--- src/rtl/rd_port_arbiter.sv ---
// rd_port_arbiter: round-robin burst arbiter for an async FIFO read port.
// The popped words return through a 2-entry skid buffer, each tagged with the id of the consumer that requested it.
module rd_port_arbiter #(
  parameter int N_REQ     = 4,
  parameter int DATA_W    = 8,
  parameter int BURST_LEN = 4,
  parameter int ID_W      = $clog2(N_REQ)
) (
  input  logic              rclk,
  input  logic              rrst,
  input  logic [N_REQ-1:0]  req,
  output logic [N_REQ-1:0]  gnt,
  input  logic              empty,
  output logic              r_en,
  input  logic [DATA_W-1:0] rdata,
  output logic [DATA_W-1:0] o_data,
  output logic [ID_W-1:0]   o_id,
  output logic              o_valid,
  input  logic              o_ready
);
  localparam int CW = $clog2(BURST_LEN + 1);
  typedef enum logic {IDLE, BURST} state_t;
  state_t            state;
  logic [ID_W-1:0]   g, last, pick, k, tag;
  logic [CW-1:0]     burst_cnt;
  logic              inflight, hd, deq, space, pop, last_pop;
  logic [1:0]        occ;
  logic [DATA_W-1:0] sd [2];
  logic [ID_W-1:0]   sid [2];
  assign o_valid  = occ != 2'd0;
  assign o_data   = sd[hd];
  assign o_id     = sid[hd];
  assign deq      = o_valid & o_ready;
  // A word in flight already owns a buffer slot, so it is counted as if it were stored.
  assign space    = ({1'b0, occ} + {2'b0, inflight} - {2'b0, deq}) < 3'd2;
  assign pop      = (state == BURST) & req[g] & ~empty & space;
  assign r_en     = pop;
  assign last_pop = pop && (burst_cnt == CW'(BURST_LEN - 1));
  // Scan downward so that the nearest requester after last overwrites the others.
  always_comb begin
    pick = last;
    k = '0;
    for (int i = N_REQ; i >= 1; i--) begin
      k = ID_W'((int'(last) + i) % N_REQ);
      if (req[k]) pick = k;
    end
  end
  always_ff @(posedge rclk or posedge rrst) begin
    if (rrst) begin
      state     <= IDLE;
      gnt       <= '0;
      g         <= '0;
      last      <= ID_W'(N_REQ - 1);
      burst_cnt <= '0;
      inflight  <= 1'b0;
      tag       <= '0;
      occ       <= 2'd0;
      hd        <= 1'b0;
      sd[0]     <= '0;
      sd[1]     <= '0;
      sid[0]    <= '0;
      sid[1]    <= '0;
    end else begin
      inflight <= pop;
      if (pop) tag <= g;
      if (state == IDLE) begin
        if (|req) begin
          state <= BURST;
          g     <= pick;
          gnt   <= N_REQ'(1) << pick;
        end
      end else if (last_pop || !req[g]) begin
        state     <= IDLE;
        gnt       <= '0;
        last      <= g;
        burst_cnt <= '0;
      end else if (pop) begin
        burst_cnt <= burst_cnt + 1'b1;
      end
      if (inflight) begin
        sd[hd ^ occ[0]]  <= rdata;
        sid[hd ^ occ[0]] <= tag;
      end
      occ <= occ + {1'b0, inflight} - {1'b0, deq};
      if (deq) hd <= ~hd;
    end
  end
endmodule

--- config.mk ---
export PLATFORM = sky130hd
export DESIGN_NAME = rd_port_arbiter
export DESIGN_NICKNAME = d
export VERILOG_FILES = /design/src/rtl/rd_port_arbiter.sv
export SDC_FILE = /design/constraint.sdc
export NUM_CORES = 1
export LEC_CHECK = 0
export CAP_MARGIN = 20
export CORE_MARGIN = 3
export CORE_UTILIZATION = 47
export CTS_CLUSTER_DIAMETER = 200
export DETAILED_ROUTE_END_ITERATION = 7
export GPL_TIMING_DRIVEN = 0
export HOLD_SLACK_MARGIN = 0.03
export PLACE_DENSITY = 0.75
export SLEW_MARGIN = 20
export SYNTH_ARGS = -nofsm -noshare
export SYNTH_HDL_FRONTEND = slang
export SYNTH_SLANG_ARGS = --single-unit
--- constraint.sdc ---
create_clock -name rclk -period 2.7 [get_ports rclk]
set_clock_uncertainty 0.05 [all_clocks]
set_input_delay 0.54 -clock rclk [delete_from_list [all_inputs] [get_ports rclk]]
set_output_delay 0.54 -clock rclk [all_outputs]
set_load 0.01 [all_outputs]
==> results of run 1 <==
==> worst max-delay path: stages (launching register included) <==
cell and delay (ns):
dfrtp_1 0.39, inv_2 0.07, nand2_2 0.05, and2_4 0.14, ha_4 0.26, inv_2 0.04
ha_4 0.15, fa_2 0.47, nor2_4 0.11, nand2_2 0.08, nor2_4 0.11, buf_6 0.11
==> repair_timing <==
action,4_1_cts,5_1_grt
pin swaps,5,5
setup buffers,8,1
hold buffers,0,0
setup endpoints to repair,9,18
gates resized for setup,18,4
==> final cells by class <==
| class | instances | share of cell area, % |
|---|---|---|
| well taps | 46 | 2.39 |
| clock buffers | 7 | 3.59 |
| repair buffers | 40 | 15.7 |
| inverters | 10 | 1.56 |
| multi-input cells | 90 | 36.7 |
| flip-flops and latches | 38 | 39.6 |
| plain buffers | 1 | 0.208 |
| clock inverters | 1 | 0.208 |
==> through the flow <==
| stage | hold slack [ns] | instances | power [W] | util (%) |
|---|---|---|---|---|
| after CTS | 0.451 | 233 | 0.00282 | 67.7 |
| after global placement | 0.420 | 217 | 0.00219 | 62.1 |
| after floorplan | 0.409 | 140 | 0.00177 | - |
| after detailed placement | 0.433 | 217 | 0.00226 | 62.1 |
| after global routing | 0.469 | 233 | 0.00304 | 68.4 |
| final | 0.447 | 233 | 0.00284 | 68.4 |
==> routing by layer <==
layer	vias to the layer above	global-route usage, %
met5	-	0
met3	9	4.93
met4	0	6.45
met2	36	31.2
met1	621	20.5
li1	597	-
==> cells in the final DEF, fill, tap and decap left out, types with 4 or more instances in the layout <==
cell type,count
inv_1,6
inv_2,4
mux2_2,31
nor2_1,7
clkdlybuf4s50_1,29
o21ai_0,5
clkbuf_8,6
buf_4,9
dfrtp_1,36
==> sequential cells by signal, summed over array words and instances, names as in the netlist <==
register   cells
occ            2
sid            4
g              2
last           2
inflight       1
gnt            4
sd            16
state          1
burst_cnt      3
hd             1
tag            2
==> power breakdown <==
group	internal, W	switching, W	leakage (nW)	total, W
combinational	0.000847	0.000554	0.519	0.00140
sequential	0.000840	0.000207	0.462	0.00105
clock	0.000206	0.000185	0.0482	0.000391
total	0.00189	0.000946	1.03	0.00284
==> cell families after synthesis <==
logic type / after synthesis / synth area share, %
compound gates: 24 / 10.3
xor+xnor: 3 / 1.45
fa+ha+maj: 5 / 3.85
buf+inv: 12 / 2.55
flops: 38 / 52.4
mux: 36 / 23.3
simple gates: 22 / 6.12
==> how the worst max path moves through the flow <==
stage | end | from | slack, ns
3_3_place_gp | r_en | o_ready | -0.97
2_1_floorplan | r_en | occ[1]$_DFF_PP0_ | 0.02
6_report | r_en | occ[1]$_DFF_PP0_ | -0.15
3_5_place_dp | r_en | o_ready | -1.00
5_1_grt | r_en | occ[1]$_DFF_PP0_ | -0.29
4_1_cts | r_en | occ[1]$_DFF_PP0_ | -0.26
==> qor.txt, run 1 <==
Slew HR = 49.0%
Synth top cells by count = dfrtp_1 (36), mux2_2 (31), inv_1 (10)
Ratio of total power to cell area = 1180 nW/um^2
Drt first-iter violations = 39
Fin Setup TNS = -0.155 ns
Remaining global-route overflow = 0
Max Freq = 0.350 GHz
Yosys reg bits = 38
Reg-to-reg setup timing slack = 0.15 ns
WHS Endpoint = sd[6]$_DFFE_PP0P_
GRT Total Usage = 17.7%
Area delta synth->final = 32.4%
Min-Delay Path Class = reg2reg
Antenna cell count = 0
Status = finished with violations
CTS root buf = clkbuf_8
Cells after synthesis = 140
Worst-Margin Slew = 0.764 ns
First-pass GRT wire length = 6.09 mm
I/O Pins = 32
Worst Setup Slack, final = -0.155 ns
Crit start category = register
Max Used Layer = met4
Post-synth ARST share = 100%
Post-synth top area share = 49.6%
Ranking of synthesized cells by area = dfrtp_1 (50%), mux2_2 (19%), dfstp_2 (2.9%), ha_1 (2.8%), inv_1 (2.1%)
Kind of critical path = reg2out
Routed wire length = 3.59 mm
CTS Sinks = 38
Full die area = 4650 um^2
Failing checks = negative setup slack
Final setup violation count = 1
Average wire per standard cell = 15.4 um
Final Hold Vio Count = 0
DRC violations left = 0
CTS H-Tree Depth = 2
Worst R2R Path Depth = 12
Dpl hpwl = 2.48 mm
Synth Flop Type = dfrtp_1
Via count = 1263
Min cycle time layout = 2.85 ns
# port buffers = 31
Design Area, Final = 2410 um^2
Largest net degree at the start of global routing = 39
Post-synthesis cell type count = 34
Reg-to-Reg Start = occ[1]$_DFF_PP0_
DR WL met3 = 203 um
M1 wire length = 1.46 mm
Layout cells sized above 1 = 38.0%
Row cnt = 21
Syn_nets = 161
Nets = 207
Initial Util = 51.6%
Max VDD drop = 519 uV
Initial antenna violation count = 0
Chip height = 68.2 um
Cell Area, Placed = 2190 um^2
Worst reg2reg path endpoint = gnt[1]$_DFFE_PP0P_
Multi-input gate area = 885 um^2
Vias/cell = 5.42
Synth warn = 0
Die Width = 68.2 um
Clk_lat worst skew = 0.28 ns
Worst-path clk slew = 0.07 ns
Crit path max fanout = 2
RSZ-0062 raised after global routing = yes
Dpl ws = -1.00 ns
Routability congestion estimate = 0.802
Crit end category = output port
Startpoint of the worst hold path = sd[6]$_DFFE_PP0P_
Period utilisation layout = 106%
Max Cap Viol = 0
Slew Limit Fails = 0
Core area = 3520 um^2
Post-Syn Area per Cell = 13.0 um^2
Register area = 953 um^2
DRT Pass-1 Iters = 4
CP required = 2.11 ns
EDFF count, synth = 0
Vias in the first global route = 1380
Antenna viol nets, final = 0
CP Data Arrival Time = 2.26 ns
Top-count cell post-synth = dfrtp_1
Worst hold path depth = 1
Fillers = 260
Mapped Area = 1820 um^2
Sequential cell area fraction in the yosys report = 52.4%
CTS max path bufs = 2
CTS tree = done
Synth area leader = dfrtp_1
CTS Buf Count = 5
Pleak = 1.03 nW
Routed length on met2 = 1.86 mm
No activity file was read; power rests on OpenSTA's default activity.
==> run 2: changes to the inputs <==
--- a/config.mk
+++ b/config.mk
@@ -7,12 +7,12 @@
 export LEC_CHECK = 0
 export CAP_MARGIN = 20
 export CORE_MARGIN = 3
-export CORE_UTILIZATION = 47
+export CORE_UTILIZATION = 50
 export CTS_CLUSTER_DIAMETER = 200
 export DETAILED_ROUTE_END_ITERATION = 7
 export GPL_TIMING_DRIVEN = 0
 export HOLD_SLACK_MARGIN = 0.03
-export PLACE_DENSITY = 0.75
+export PLACE_DENSITY = 0.76
 export SLEW_MARGIN = 20
 export SYNTH_ARGS = -nofsm -noshare
 export SYNTH_HDL_FRONTEND = slang
==> constraint.sdc (replaced) <==
create_clock -name rclk -period 3.43 [get_ports rclk]
set_clock_uncertainty 0.05 [all_clocks]
set_input_delay 0.686 -clock rclk [delete_from_list [all_inputs] [get_ports rclk]]
set_output_delay 0.686 -clock rclk [all_outputs]
set_load 0.01 [all_outputs]
==> qor.txt, run 2 (synthesized netlist as in run 1, its figures left out) <==
Routed wire length = 3.58 mm
Full die area = 4400 um^2
Chip height = 66.3 um
CP required = 3.67 ns
Die Width = 66.3 um
I/O Pins = 32
Antenna cell count = 0
Crit end category = register
Crit start category = register
Worst Setup Slack, final = 0.121 ns
Via count = 1276
Largest register by flop count = sd
Min-Delay Path Class = reg2reg
Kind of critical path = reg2reg
Vias/cell = 5.36
Slew Limit Fails = 0
Ratio of total power to cell area = 935 nW/um^2
Max Cap Viol = 0
Worst-Margin Slew = 0.748 ns
Nets = 212
Layout cells sized above 1 = 37.0%
CTS root buf = clkbuf_4
CTS Sinks = 38
Total power = 0.00225 W
Vias in the first global route = 1344
Routability congestion estimate = 0.758
Core area = 3420 um^2
CTS tree = done
Most frequent cells in the layout = dfrtp_1 (36), mux2_2 (31), clkdlybuf4s50_1 (29)
Hold_buf cts = 0
CTS max path bufs = 2
Max VDD drop = 453 uV
Initial Util = 53.2%
Top Registers = sd x16, gnt x4, sid x4
Antenna viol nets, final = 0
Final Hold Vio Count = 0
Initial antenna violation count = 0
RSZ-0062 raised after global routing = no
Status = finished, final reports clean
GRT Total Usage = 17.9%
Dpl ws = -0.595 ns
Drt first-iter violations = 40
Max reg flops = 16
Row cnt = 21
Max Freq = 0.302 GHz
Final setup violation count = 0
CTS H-Tree Depth = 2
Crit path max fanout = 4
Slew HR = 50.0%
Pleak = 1.05 nW
DRC violations left = 0
# port buffers = 31
Worst-path clk slew = 0.12 ns
Period utilisation layout = 96.5%
Fillers = 254
CP Data Arrival Time = 3.55 ns
CTS Buf Count = 5
Final Util = 70.5%
Largest net degree at the start of global routing = 39
Most common cell after layout, fill and taps aside = dfrtp_1
Average wire per standard cell = 15.1 um
DRT Pass-1 Iters = 4
Min cycle time layout = 3.31 ns
Remaining global-route overflow = 0
Clk_lat worst skew = 0.34 ns
First-pass GRT wire length = 5.89 mm
Area delta synth->final = 32.4%
Dpl hpwl = 2.49 mm
run 2: cell types whose count changed in the layout (fill, tap and decap cells not counted), moves of 2 or more:
cell and change:
clkbuf_4 +5, nand2_2 -2, nand2_1 +2, buf_4 +4
clkbuf_8 -6
run 2: power by group:
part           internal (W)  total [W]  switching (W)
combinational      0.000692    0.00116       0.000465
sequential         0.000660   0.000796       0.000137
clock              0.000155   0.000298       0.000143
total               0.00151    0.00225       0.000745
run 2: stage by stage:
step / hold slack [ns] / instance area, um^2 / instances / setup TNS, ns
after floorplan: 0.409 / 1820 / 140 / 0
after global placement: 0.417 / 2190 / 217 / -0.561
after detailed placement: 0.426 / 2190 / 217 / -0.595
after CTS: 0.451 / 2400 / 237 / 0
after global routing: 0.463 / 2410 / 238 / 0
final: 0.450 / 2410 / 238 / 0
run 2: timing repair:
item                                    in CTS  in global routing
gates resized for setup                     14                  3
endpoints found under the setup margin       1                  8
setup buffers                               12                  1
pin swaps                                    6                  2
run 2: worst paths after layout:
check                                           end  slack, ns  cells after the start                from
max in group asynchronous          g[0]$_DFFE_PP0P_       2.11                      2                rrst
max reg2reg                     last[0]$_DFFE_PP1P_       0.12                     19    occ[0]$_DFF_PP0_
min reg2reg                      gnt[3]$_DFFE_PP0P_       0.45                      1  gnt[3]$_DFFE_PP0P_
min in group asynchronous  burst_cnt[1]$_DFFE_PP0P_       0.73                      2                rrst
max                             last[0]$_DFFE_PP1P_       0.12                     19    occ[0]$_DFF_PP0_
min                              gnt[3]$_DFFE_PP0P_       0.45                      1  gnt[3]$_DFFE_PP0P_
run 2: final cells by class:
class	instances	area [um^2]	share of cell area [%]
Clock buffer	7	45.0	1.87
Clock inverter	1	30.0	1.25
Sequential cell	38	953	39.6
Tap cell	46	57.6	2.39
Timing Repair Buffer	44	402	16.7
Multi-Input combinational cell	90	873	36.3
Buffer	2	8.76	0.364
Inverter	10	37.5	1.56
run 2: critical path, stage by stage (launching register included):
cell and delay [ns]:
dfrtp_1 0.41, inv_2 0.08, nand2_1 0.07, and2_4 0.17, ha_4 0.24, inv_1 0.03
ha_2 0.17, fa_1 0.53, nor2_2 0.06, buf_4 0.12, buf_4 0.12, buf_4 0.12
buf_4 0.12, buf_4 0.12, buf_4 0.12, buf_4 0.12, buf_4 0.13, nand3_4 0.10
a21oi_4 0.07, mux2_4 0.30
run 2: layer usage:
layer / track usage, % / wire [um] / vias to the layer above / share of wire (%)
li1: - / - / 605 / -
met5: 0 / 0 / - / 0
met1: 18.4 / 1460 / 644 / 41
met2: 34.2 / 1940 / 24 / 54
met3: 5.78 / 156 / 3 / 4.4
met4: 5.08 / 27 / 0 / 0.75
